--- src/rtl/axi_slave_memory_pipelined_if.sv ---
// ---------------------------------------------------------------------------
// axi_slave_memory_pipelined_if
//   Request/response bundle between a requester and the pipelined memory
//   model. The suffixes are from the memory's point of view: _i is driven by
//   the master, _o is driven by the memory (slave).
//
//   load_address_i   byte address of a load
//   load_i           load request, one transaction per high cycle
//   load_data_o      load data, valid while load_done_o is high, else 0
//   load_done_o      one-cycle response pulse per accepted load
//   load_error_o     load address was out of range
//   store_address_i  byte address of a store
//   store_data_i     store data, byte lanes [BYTES-1:0][7:0]
//   store_strobe_i   byte-lane write enables
//   store_i          store request, one transaction per high cycle
//   store_done_o     one-cycle response pulse per accepted store
//   store_error_o    store address was out of range
//   load_count_o     load responses issued since reset
//   store_count_o    store responses issued since reset
// ---------------------------------------------------------------------------
interface axi_slave_memory_pipelined_if #(
  parameter int DATA_WIDTH = 32
);
  localparam int BYTES = DATA_WIDTH / 8;

  logic [31:0]           load_address_i;
  logic                  load_i;
  logic [DATA_WIDTH-1:0] load_data_o;
  logic                  load_done_o;
  logic                  load_error_o;
  logic [31:0]           store_address_i;
  logic [DATA_WIDTH-1:0] store_data_i;
  logic [BYTES-1:0]      store_strobe_i;
  logic                  store_i;
  logic                  store_done_o;
  logic                  store_error_o;
  logic [31:0]           load_count_o;
  logic [31:0]           store_count_o;

  modport slave (
    input  load_address_i, load_i,
    input  store_address_i, store_data_i, store_strobe_i, store_i,
    output load_data_o, load_done_o, load_error_o,
    output store_done_o, store_error_o,
    output load_count_o, store_count_o
  );

  modport master (
    output load_address_i, load_i,
    output store_address_i, store_data_i, store_strobe_i, store_i,
    input  load_data_o, load_done_o, load_error_o,
    input  store_done_o, store_error_o,
    input  load_count_o, store_count_o
  );
endinterface

--- src/rtl/axi_slave_memory_pipelined.sv ---
// ---------------------------------------------------------------------------
// axi_slave_memory_pipelined
//   Behavioural backing store for an AXI slave adapter. Independent load and
//   store channels, each accepting one request per cycle with no backpressure.
//   Responses travel fixed-latency shift pipelines so back-to-back requests
//   give back-to-back done pulses in order. Out-of-range addresses respond
//   with an error and never touch the array.
//
//   clk_i    clock, rising edge
//   rst_n_i  asynchronous active-low reset; flushes the response pipelines and
//            counters, leaves the memory contents alone
//   bus      axi_slave_memory_pipelined_if.slave, load/store request and
//            response signals plus the completed-transaction counters
// ---------------------------------------------------------------------------
module axi_slave_memory_pipelined #(
  parameter int MEMORY_SIZE   = 32,
  parameter int DATA_WIDTH    = 32,
  parameter int LOAD_LATENCY  = 1,
  parameter int STORE_LATENCY = 1
) (
  input  logic                         clk_i,
  input  logic                         rst_n_i,
  axi_slave_memory_pipelined_if.slave  bus
);

  localparam int BYTES = DATA_WIDTH / 8;
  localparam int IDX_W = (MEMORY_SIZE > 1) ? $clog2(MEMORY_SIZE) : 1;
  localparam int OFF_W = $clog2(BYTES);
  // 33 bits so that a 4 GiB memory still has a representable limit.
  localparam logic [32:0] ADDR_LIMIT = 33'(MEMORY_SIZE * BYTES);

  // ---------------------------------------------------------------------
  // Address decode
  // ---------------------------------------------------------------------
  logic             loadInRange;
  logic             storeInRange;
  logic [IDX_W-1:0] loadIndex;
  logic [IDX_W-1:0] storeIndex;
  logic             storeWrite;

  assign loadInRange  = {1'b0, bus.load_address_i}  < ADDR_LIMIT;
  assign storeInRange = {1'b0, bus.store_address_i} < ADDR_LIMIT;
  assign loadIndex    = bus.load_address_i[IDX_W+OFF_W-1:OFF_W];
  assign storeIndex   = bus.store_address_i[IDX_W+OFF_W-1:OFF_W];
  assign storeWrite   = bus.store_i && storeInRange;

  // ---------------------------------------------------------------------
  // Memory array. Each word is its own register so it can carry a
  // power-up value (word[i] = i) without an initial block; none of them
  // sees the reset, so stores survive a reset pulse. Reads elsewhere use
  // the pre-edge contents, which gives same-edge loads the old value.
  // ---------------------------------------------------------------------
  logic [DATA_WIDTH-1:0] memWords [MEMORY_SIZE];

  for (genvar g = 0; g < MEMORY_SIZE; g++) begin : gWord
    logic [DATA_WIDTH-1:0] word_q = DATA_WIDTH'(g);

    always_ff @(posedge clk_i) begin
      if (storeWrite && (storeIndex == IDX_W'(g))) begin
        for (int b = 0; b < BYTES; b++) begin
          if (bus.store_strobe_i[b]) begin
            word_q[8*b +: 8] <= bus.store_data_i[8*b +: 8];
          end
        end
      end
    end

    assign memWords[g] = word_q;
  end

  // ---------------------------------------------------------------------
  // Stage-0 inputs for both response pipelines. Load data is forced to 0
  // on idle or error so the output needs no extra gating.
  // ---------------------------------------------------------------------
  logic                  loadValid_d;
  logic                  loadError_d;
  logic [DATA_WIDTH-1:0] loadData_d;
  logic                  storeValid_d;
  logic                  storeError_d;

  always_comb begin
    loadValid_d  = bus.load_i;
    loadError_d  = bus.load_i && !loadInRange;
    loadData_d   = '0;
    storeValid_d = bus.store_i;
    storeError_d = bus.store_i && !storeInRange;
    if (bus.load_i && loadInRange) begin
      loadData_d = memWords[loadIndex];
    end
  end

  // ---------------------------------------------------------------------
  // Load response pipeline, LOAD_LATENCY stages; the last stage drives
  // the outputs.
  // ---------------------------------------------------------------------
  logic [LOAD_LATENCY-1:0] loadValid_q;
  logic [LOAD_LATENCY-1:0] loadError_q;
  logic [DATA_WIDTH-1:0]   loadData_q [LOAD_LATENCY];

  always_ff @(posedge clk_i or negedge rst_n_i) begin
    if (!rst_n_i) begin
      loadValid_q <= '0;
      loadError_q <= '0;
      for (int s = 0; s < LOAD_LATENCY; s++) begin
        loadData_q[s] <= '0;
      end
    end else begin
      loadValid_q[0] <= loadValid_d;
      loadError_q[0] <= loadError_d;
      loadData_q[0]  <= loadData_d;
      for (int s = 1; s < LOAD_LATENCY; s++) begin
        loadValid_q[s] <= loadValid_q[s-1];
        loadError_q[s] <= loadError_q[s-1];
        loadData_q[s]  <= loadData_q[s-1];
      end
    end
  end

  // ---------------------------------------------------------------------
  // Store response pipeline. The write already happened at accept time;
  // only the response is delayed.
  // ---------------------------------------------------------------------
  logic [STORE_LATENCY-1:0] storeValid_q;
  logic [STORE_LATENCY-1:0] storeError_q;

  always_ff @(posedge clk_i or negedge rst_n_i) begin
    if (!rst_n_i) begin
      storeValid_q <= '0;
      storeError_q <= '0;
    end else begin
      storeValid_q[0] <= storeValid_d;
      storeError_q[0] <= storeError_d;
      for (int s = 1; s < STORE_LATENCY; s++) begin
        storeValid_q[s] <= storeValid_q[s-1];
        storeError_q[s] <= storeError_q[s-1];
      end
    end
  end

  // ---------------------------------------------------------------------
  // Completed-transaction counters, stepped on each done cycle and left
  // to wrap naturally.
  // ---------------------------------------------------------------------
  logic [31:0] loadCount_q;
  logic [31:0] loadCount_d;
  logic [31:0] storeCount_q;
  logic [31:0] storeCount_d;

  always_comb begin
    loadCount_d  = loadCount_q  + 32'(loadValid_q[LOAD_LATENCY-1]);
    storeCount_d = storeCount_q + 32'(storeValid_q[STORE_LATENCY-1]);
  end

  always_ff @(posedge clk_i or negedge rst_n_i) begin
    if (!rst_n_i) begin
      loadCount_q  <= '0;
      storeCount_q <= '0;
    end else begin
      loadCount_q  <= loadCount_d;
      storeCount_q <= storeCount_d;
    end
  end

  assign bus.load_done_o   = loadValid_q[LOAD_LATENCY-1];
  assign bus.load_error_o  = loadError_q[LOAD_LATENCY-1];
  assign bus.load_data_o   = loadData_q[LOAD_LATENCY-1];
  assign bus.store_done_o  = storeValid_q[STORE_LATENCY-1];
  assign bus.store_error_o = storeError_q[STORE_LATENCY-1];
  assign bus.load_count_o  = loadCount_q;
  assign bus.store_count_o = storeCount_q;

endmodule
--- src/flat_wrapper.sv ---
// flat-port wrapper written by rule: the top's interface ports become plain ports
module axi_slave_memory_pipelined_flat 
#(
  parameter int MEMORY_SIZE   = 32,
  parameter int DATA_WIDTH    = 32,
  parameter int LOAD_LATENCY  = 1,
  parameter int STORE_LATENCY = 1
)
  (clk_i, rst_n_i, bus_load_address_i, bus_load_i, bus_store_address_i, bus_store_data_i, bus_store_strobe_i, bus_store_i, bus_load_data_o, bus_load_done_o, bus_load_error_o, bus_store_done_o, bus_store_error_o, bus_load_count_o, bus_store_count_o);
  axi_slave_memory_pipelined_if #(.DATA_WIDTH(DATA_WIDTH)) bus_i ();
  input  logic clk_i;
  input  logic rst_n_i;
  input wire logic [$bits(bus_i.load_address_i)-1:0] bus_load_address_i;
  input wire logic [$bits(bus_i.load_i)-1:0] bus_load_i;
  input wire logic [$bits(bus_i.store_address_i)-1:0] bus_store_address_i;
  input wire logic [$bits(bus_i.store_data_i)-1:0] bus_store_data_i;
  input wire logic [$bits(bus_i.store_strobe_i)-1:0] bus_store_strobe_i;
  input wire logic [$bits(bus_i.store_i)-1:0] bus_store_i;
  output wire logic [$bits(bus_i.load_data_o)-1:0] bus_load_data_o;
  output wire logic [$bits(bus_i.load_done_o)-1:0] bus_load_done_o;
  output wire logic [$bits(bus_i.load_error_o)-1:0] bus_load_error_o;
  output wire logic [$bits(bus_i.store_done_o)-1:0] bus_store_done_o;
  output wire logic [$bits(bus_i.store_error_o)-1:0] bus_store_error_o;
  output wire logic [$bits(bus_i.load_count_o)-1:0] bus_load_count_o;
  output wire logic [$bits(bus_i.store_count_o)-1:0] bus_store_count_o;
  assign bus_i.load_address_i = bus_load_address_i;
  assign bus_i.load_i = bus_load_i;
  assign bus_i.store_address_i = bus_store_address_i;
  assign bus_i.store_data_i = bus_store_data_i;
  assign bus_i.store_strobe_i = bus_store_strobe_i;
  assign bus_i.store_i = bus_store_i;
  assign bus_load_data_o = bus_i.load_data_o;
  assign bus_load_done_o = bus_i.load_done_o;
  assign bus_load_error_o = bus_i.load_error_o;
  assign bus_store_done_o = bus_i.store_done_o;
  assign bus_store_error_o = bus_i.store_error_o;
  assign bus_load_count_o = bus_i.load_count_o;
  assign bus_store_count_o = bus_i.store_count_o;
  axi_slave_memory_pipelined #(.MEMORY_SIZE(MEMORY_SIZE), .DATA_WIDTH(DATA_WIDTH), .LOAD_LATENCY(LOAD_LATENCY), .STORE_LATENCY(STORE_LATENCY)) u_core (.clk_i(clk_i), .rst_n_i(rst_n_i), .bus(bus_i));
endmodule
--- config.mk ---
export PLATFORM = sky130hd
export DESIGN_NAME = axi_slave_memory_pipelined_flat
export DESIGN_NICKNAME = d
export VERILOG_FILES = /design/src/rtl/axi_slave_memory_pipelined_if.sv /design/src/rtl/axi_slave_memory_pipelined.sv /design/src/flat_wrapper.sv
export SDC_FILE = /design/constraint.sdc
export NUM_CORES = 1
export LEC_CHECK = 0
export BUFFER_PORTS_ARGS = -buffer_cell sky130_fd_sc_hd__buf_4
export CORE_MARGIN = 3
export CORE_UTILIZATION = 44
export CTS_BUF_LIST = sky130_fd_sc_hd__clkbuf_8
export CTS_CLUSTER_SIZE = 40
export DETAILED_ROUTE_END_ITERATION = 16
export GPL_TIMING_DRIVEN = 0
export SETUP_SLACK_MARGIN = 0.02
export SYNTH_ARGS = -nofsm -noshare
export SYNTH_HDL_FRONTEND = slang
export SYNTH_SLANG_ARGS = --single-unit
--- constraint.sdc ---
create_clock -name clk_i -period 1.9 [get_ports clk_i]
set_clock_uncertainty 0.05 [all_clocks]
set_input_delay 0.095 -clock clk_i [delete_from_list [all_inputs] [get_ports clk_i]]
set_output_delay 0.095 -clock clk_i [all_outputs]
set_load 0.01 [all_outputs]
==> flow_summary.ini, run 1 <==
[status]
status = complete, no violations

[drt]
top_layer = met4
ant_nets = 0
routed_wirelength_um = 123000
first_pass_iters = 6
vias = 25381
drtIter0Drc = 2785
route.detailed.drc = 0
met3_length_um = 9890
vias_per_cell = 5.73
wl_met1_um = 50400
wl_per_cell_um = 27.7
route.met2.wl_um = 59200

[timing]
whs_ns = 0.0360
slew_violations = 0
tightest_slew_ns = 1.06
rsz0062_at_grt = true
tns_ns = 0
period_share = 0.987
hold_viol = 0
min_period_ns = 1.87
setup_slack_ns = 0.0254
fmaxAchievable_ghz = 0.533
setup_viol = 0
slew_headroom = 0.293

[worst_hold_path]
min-delay-start = bus_store_address_i[3]
min_delay_path_depth = 4
worstHoldEndpoint = u_core.gWord[12].word_q[30]
hold_path_class = input port to flip-flop

[clock_tree]
root_buffer = clkbuf_8
numCtsBuffers = 178
clockBufferDepth = 3
cts_tree = yes
clk_latency_ns = 0.85
cts.sinks = 1124
clkTransAtPathRegs_ns = 0.06
htreeDepth = 4

[place]
dpl_cell_area_um2 = 47400
portBuffers = 192
dp_cells = 4021
dpl_worst_slack_ns = -1.82
dpl.hpwl_um = 81900
place.gp.congestion = 0.856

[die]
die_h_um = 323
core-area_um2 = 99100
initial_core_util = 0.447
rows = 115
dieArea_um2 = 104000
die_x_um = 323
io_pins = 204

[critical_path]
crit_path_end_kind = flip-flop
rr_worst_depth = 5
critical_path_required_ns = 2.52
path_class = flip-flop to flip-flop
start_kind = flip-flop
worstPathArrival_ns = 2.50
worstReg2RegStart = u_core.gWord[15].word_q[16]
reg2reg_to = u_core.bus.load_data_o[16]
r2r_setup_slack_ns = 0.03
critical_path_peak_fanout = 1

[final_layout]
fin_cells = 4432
final_common_cell = edfxtp_1
final_layout_size_suffix_gt1_frac = 0.233
area_growth_pct = 18.3
postLayoutCoreUtil = 0.528
fill_cells = 7943
layout_common_cells = edfxtp_1, mux2i_1, buf_4
fin_area_um2 = 52400
nNetsFinal = 3102

[power]
p_sw_mw = 11.6
clkPwrFrac = 0.381
p_comb_frac = 0.066
seq_power_share = 0.553
switching_share = 0.235
p_leak_nw = 18.7
vdd_drop_max_uv = 460
internal_power_mw = 37.8
cellPowerDensity_nw_per_um2 = 944
total_power_mw = 49.5

[logic_synthesis]
synth_cells = 2540
synth-seq-cells = 1124
ys_types = 43
async_flop_share = 0.0890
ys_seq_area_frac = 0.751
yosysWarningCount = 0
netlist_area_um2 = 44300
ys.flop_type = edfxtp_1
synth_edf_count = 1024
syn-mean-instance-area_um2 = 17.4
syn-num-nets = 2648

[grt]
grt_max_degree = 85
grt-ovfl-total = 0
grt_usage = 0.234
grt_pass1_vias = 25425
antenna_found_initial = 2
grt_first_pass_wirelength_um = 175000

[run]
drv_cap = 0
-- synth_stat cells (all sizes together), types with 2 or more instances --
cell    count  area (um^2)
a22oi     125          938
buf        92          668
mux2i     504         5040
a22o       62          543
xor2       16          140
nand2b      6         37.5
ha          4         50.1
dfrtp     100         2500
nand3      26          130
inv         4         15.0
edfxtp   1024        30700
xnor2      44          385
a21oi      62          310
mux4        4         90.1
nand2      55          206
clkbuf     59          223
a221oi     62          543
o22ai      31          194
and3       16          100
and2        2         12.5
nor3        5         25.0
nand3b      2         15.0
nor4       44          482
nor2      151          569
nor2b       4         25.0
and4        8         70.1
nand4      18          113
-- critical path, cell delays in order, from the launching register on --
cell and delay (ns):
edfxtp_1 0.33, mux2i_1 0.08, a22o_1 0.24, a221oi_1 0.40, o22ai_1 0.24, nor4_2 0.38
-- how the worst max path moves through the flow --
stage	start	endpoint	cells after the start
2_1_floorplan	bus_store_address_i[30]	u_core.gWord[10].word_q[0]	6
3_3_place_gp	bus_store_address_i[30]	u_core.gWord[24].word_q[12]	7
3_5_place_dp	bus_store_address_i[28]	u_core.gWord[24].word_q[12]	7
4_1_cts	bus_store_address_i[28]	u_core.gWord[28].word_q[22]	7
5_1_grt	u_core.bus.load_count_o[10]	u_core.bus.load_count_o[25]	7
6_report	u_core.gWord[15].word_q[16]	u_core.bus.load_data_o[16]	5
-- sequential cells by signal, indices dropped and copies added, names as in the netlist --
| name | cells |
|---|---|
| u_core.bus.store_count_o | 32 |
| u_core.gWord.word_q | 1024 |
| u_core.bus.load_done_o | 1 |
| u_core.bus.load_count_o | 32 |
| u_core.bus.load_error_o | 1 |
| u_core.bus.load_data_o | 32 |
| u_core.bus.store_error_o | 1 |
| u_core.bus.store_done_o | 1 |
-- per-layer routing --
layer / vias to the layer above / global-route usage
met5: - / 0
met4: 0 / 0.0758
met3: 199 / 0.0472
met2: 1234 / 0.385
met1: 12889 / 0.315
li1: 11059 / -
-- area by class of cell --
cell class | instances | area [um^2] | area share
buffer | 151 | 927 | 0.0177
tap | 1287 | 1610 | 0.0308
clock buffer | 186 | 2560 | 0.0489
timing repair buffer | 274 | 2220 | 0.0424
antenna | 4 | 10.0 | 0.000191
clock inverter | 141 | 696 | 0.0133
multi-input combinational | 1261 | 11100 | 0.211
sequential | 1124 | 33300 | 0.635
inverter | 4 | 15.0 | 0.000287
-- kinds of logic (layout without fill, tap and decap cells) --
| group | after synthesis | count (layout) | synth area share |
|---|---|---|---|
| AOI/OAI and AO/OA | 346 | 346 | 0.0579 |
| xor gates and xnor gates | 60 | 60 | 0.0119 |
| adders and majority gates | 4 | 4 | 0.00113 |
| buffers and inverters | 155 | 756 | 0.0205 |
| DFF | 1124 | 1124 | 0.751 |
| muxes | 509 | 509 | 0.116 |
| other | 0 | 4 | 0 |
| and+or+nand+nor | 342 | 342 | 0.0413 |
-- power groups by stage --
| stage | combinational, mW | clock, mW | sequential [mW] |
|---|---|---|---|
| after floorplan | 1.40 | 0 | 27.9 |
| after global placement | 2.96 | 0 | 27.8 |
| after detailed placement | 3.03 | 0 | 27.8 |
| after CTS | 3.18 | 19.2 | 27.3 |
| after global routing | 3.45 | 20.3 | 27.3 |
| final | 3.27 | 18.8 | 27.3 |
-- repair_timing --
item,CTS,global route
setup endpoints to repair,1032,669
endpoints found under the hold margin,1335,0
resized for setup,224,66
pin swaps,23,7
hold buffers,52,0
buffers inserted,21,7
Note: power is estimated with default switching activity, not from simulation.
==> inputs of run 2 (changes only) <==
- clock period: 1.9 -> 1.7 ns (I/O delays scaled with it)
==> run 2 against run 1 <==
Net effect: worst setup slack got worse by 0.011 ns; core utilization increased by 1.2 points; sequential cell count unchanged; wire length decreased by 0.21%; cell area increased by 2.2%; worst hold slack got worse by 0.012 ns; critical path depth increased by 3; global-route usage decreased by 0.15 points; sequential power increased by 12%.
==> flow_summary.ini, run 2 (same netlist as run 1, synthesis figures left out) <==
[timing]
hold_viol = 0
fmaxAchievable_ghz = 0.593
slew_violations = 0
period_share = 0.991
rsz0062_at_grt = true
slew_headroom = 0.309
tightest_slew_ns = 1.04
min_period_ns = 1.69
setup_viol = 0

[final_layout]
postLayoutCoreUtil = 0.540
final_common_cell = edfxtp_1
largest_reg_flops = 1024
final_layout_size_suffix_gt1_frac = 0.269
fill_cells = 7768
largest_register = u_core.gWord.word_q
area_growth_pct = 20.9
nNetsFinal = 3122
layout_common_cells = edfxtp_1, mux2i_1, buf_4

[run]
drv_cap = 0

[power]
vdd_drop_max_uv = 569
p_leak_nw = 19.1
total_power_mw = 56.5
seq_power_share = 0.541
cellPowerDensity_nw_per_um2 = 1050
switching_share = 0.232
internal_power_mw = 43.4
clkPwrFrac = 0.387
p_comb_frac = 0.071
p_sw_mw = 13.1

[grt]
antenna_found_initial = 4
grt_pass1_vias = 25522
grt_first_pass_wirelength_um = 173000
grt-ovfl-total = 0
grt_usage = 0.233
grt_max_degree = 85

[worst_hold_path]
min_delay_path_depth = 6
hold_path_class = input port to flip-flop

[drt]
route.detailed.drc = 0
routed_wirelength_um = 123000
ant_nets = 0
drtIter0Drc = 2221
first_pass_iters = 8
vias_per_cell = 5.66
vias = 25201
wl_per_cell_um = 27.6

[die]
die_h_um = 323
initial_core_util = 0.447
io_pins = 204
core-area_um2 = 99100
die_x_um = 323
dieArea_um2 = 104000
rows = 115

[critical_path]
crit_slowest_cell = buf_2
path_cells = buf_4, buf_6, nor2_4, buf_2, clkbuf_2, a22oi_1, a21oi_1, nor4_4
critical_path_peak_fanout = 10
r2r_setup_slack_ns = 0.02
critical-path-max-stage-delay_ns = 0.50
path_class = input port to flip-flop
crit_buf_inv = 4
rr_worst_depth = 7
crit_path_end_kind = flip-flop
critical_path_required_ns = 2.34
start_kind = input port
path_depth = 8
worstPathArrival_ns = 2.33
critPathTopFamily = buffers and inverters

[clock_tree]
root_buffer = clkbuf_8
clockBufferDepth = 3
clkTransAtPathRegs_ns = 0.06
cts.sinks = 1124
numCtsBuffers = 180
cts_tree = yes
htreeDepth = 4
clk_latency_ns = 0.86

[place]
dpl.hpwl_um = 81400
place.gp.congestion = 0.833
portBuffers = 192

[status]
status = complete, no violations
==> run 2: cell count changes in the layout (fill, tap and decap cells not counted), moves of 7 or more <==
cell / change
nor2_4: +31
a221oi_1: -27
a221oi_2: +25
clkbuf_8: +24
nor2_2: -24
buf_6: +19
o22ai_1: -17
o22ai_2: +16
buf_2: -11
inv_1: -7
nor2_1: -7
nor4_2: -7
nor4_4: +7
==> run 2: final cells by class <==
type                    count  area [um^2]  area share
repair buffers            292         2420      0.0453
diodes                      3         7.51    0.000140
clock buffers             201         2770      0.0517
inverters                   4         17.5    0.000327
multi-input cells        1261        11700       0.219
well taps                1287         1610      0.0301
clock inverters           129          664      0.0124
flip-flops and latches   1124        33300       0.621
plain buffers             151         1050      0.0197
==> run 2: path summary, 6_finish.rpt <==
path                                                  start                     endpoint
worst max-delay path                  bus_load_address_i[2]   u_core.bus.load_data_o[20]
worst min-delay path                bus_store_address_i[11]   u_core.gWord[0].word_q[27]
worst max register to register       u_core.bus.load_done_o  u_core.bus.load_count_o[22]
worst min register to register  u_core.bus.load_count_o[31]  u_core.bus.load_count_o[31]
max in group asynchronous                           rst_n_i    u_core.bus.load_data_o[6]
min in group asynchronous                           rst_n_i   u_core.bus.load_data_o[26]
==> run 2: timing repair <==
action,CTS,global route
pin swaps,22,37
gates resized for setup,107,72
setup endpoints to repair,222,89
buffers inserted,20,28
hold endpoints to repair,1196,4
hold buffers,50,1
==> run 2: worst reg2reg max path: stages (launching register included) <==
cell	delay, ns
dfrtp_1	0.39
ha_4	0.18
ha_4	0.16
inv_4	0.05
nor4_4	0.26
buf_6	0.17
nand4_1	0.11
xnor2_1	0.22
==> run 2: per-layer routing <==
metal	GRT usage	wire length [um]	part of all wire	up-vias
met5	0	13	0.00011	-
li1	-	-	-	11103
met1	0.312	51200	0.42	12929
met4	0.0750	3220	0.026	2
met3	0.0413	8060	0.066	180
met2	0.388	60300	0.49	987
==> run 2: stage by stage <==
stage                     cell area (um^2)  worst slack [ns]  std cells  hold WS, ns  setup TNS [ns]
after floorplan                      45300           -0.0744       2540       -0.261          -0.455
after global placement               48300             -1.39       4019        0.163         -735.79
after detailed placement             48400             -1.38       4020      -0.0910         -764.22
after CTS                            53000           0.00901       4420      -0.0813               0
after global routing                 53500           -0.0946       4452      -0.0112          -0.833
final                                53500            0.0148       4452       0.0240               0
==> run 2: power by group through the flow <==
stage	combinational (mW)	clock, mW	sequential (mW)
final	4.02	21.9	30.6
after global routing	4.24	23.6	30.6
after CTS	3.81	22.3	30.5
after detailed placement	3.39	0	31.1
after global placement	3.31	0	31.1
after floorplan	1.60	0	31.1
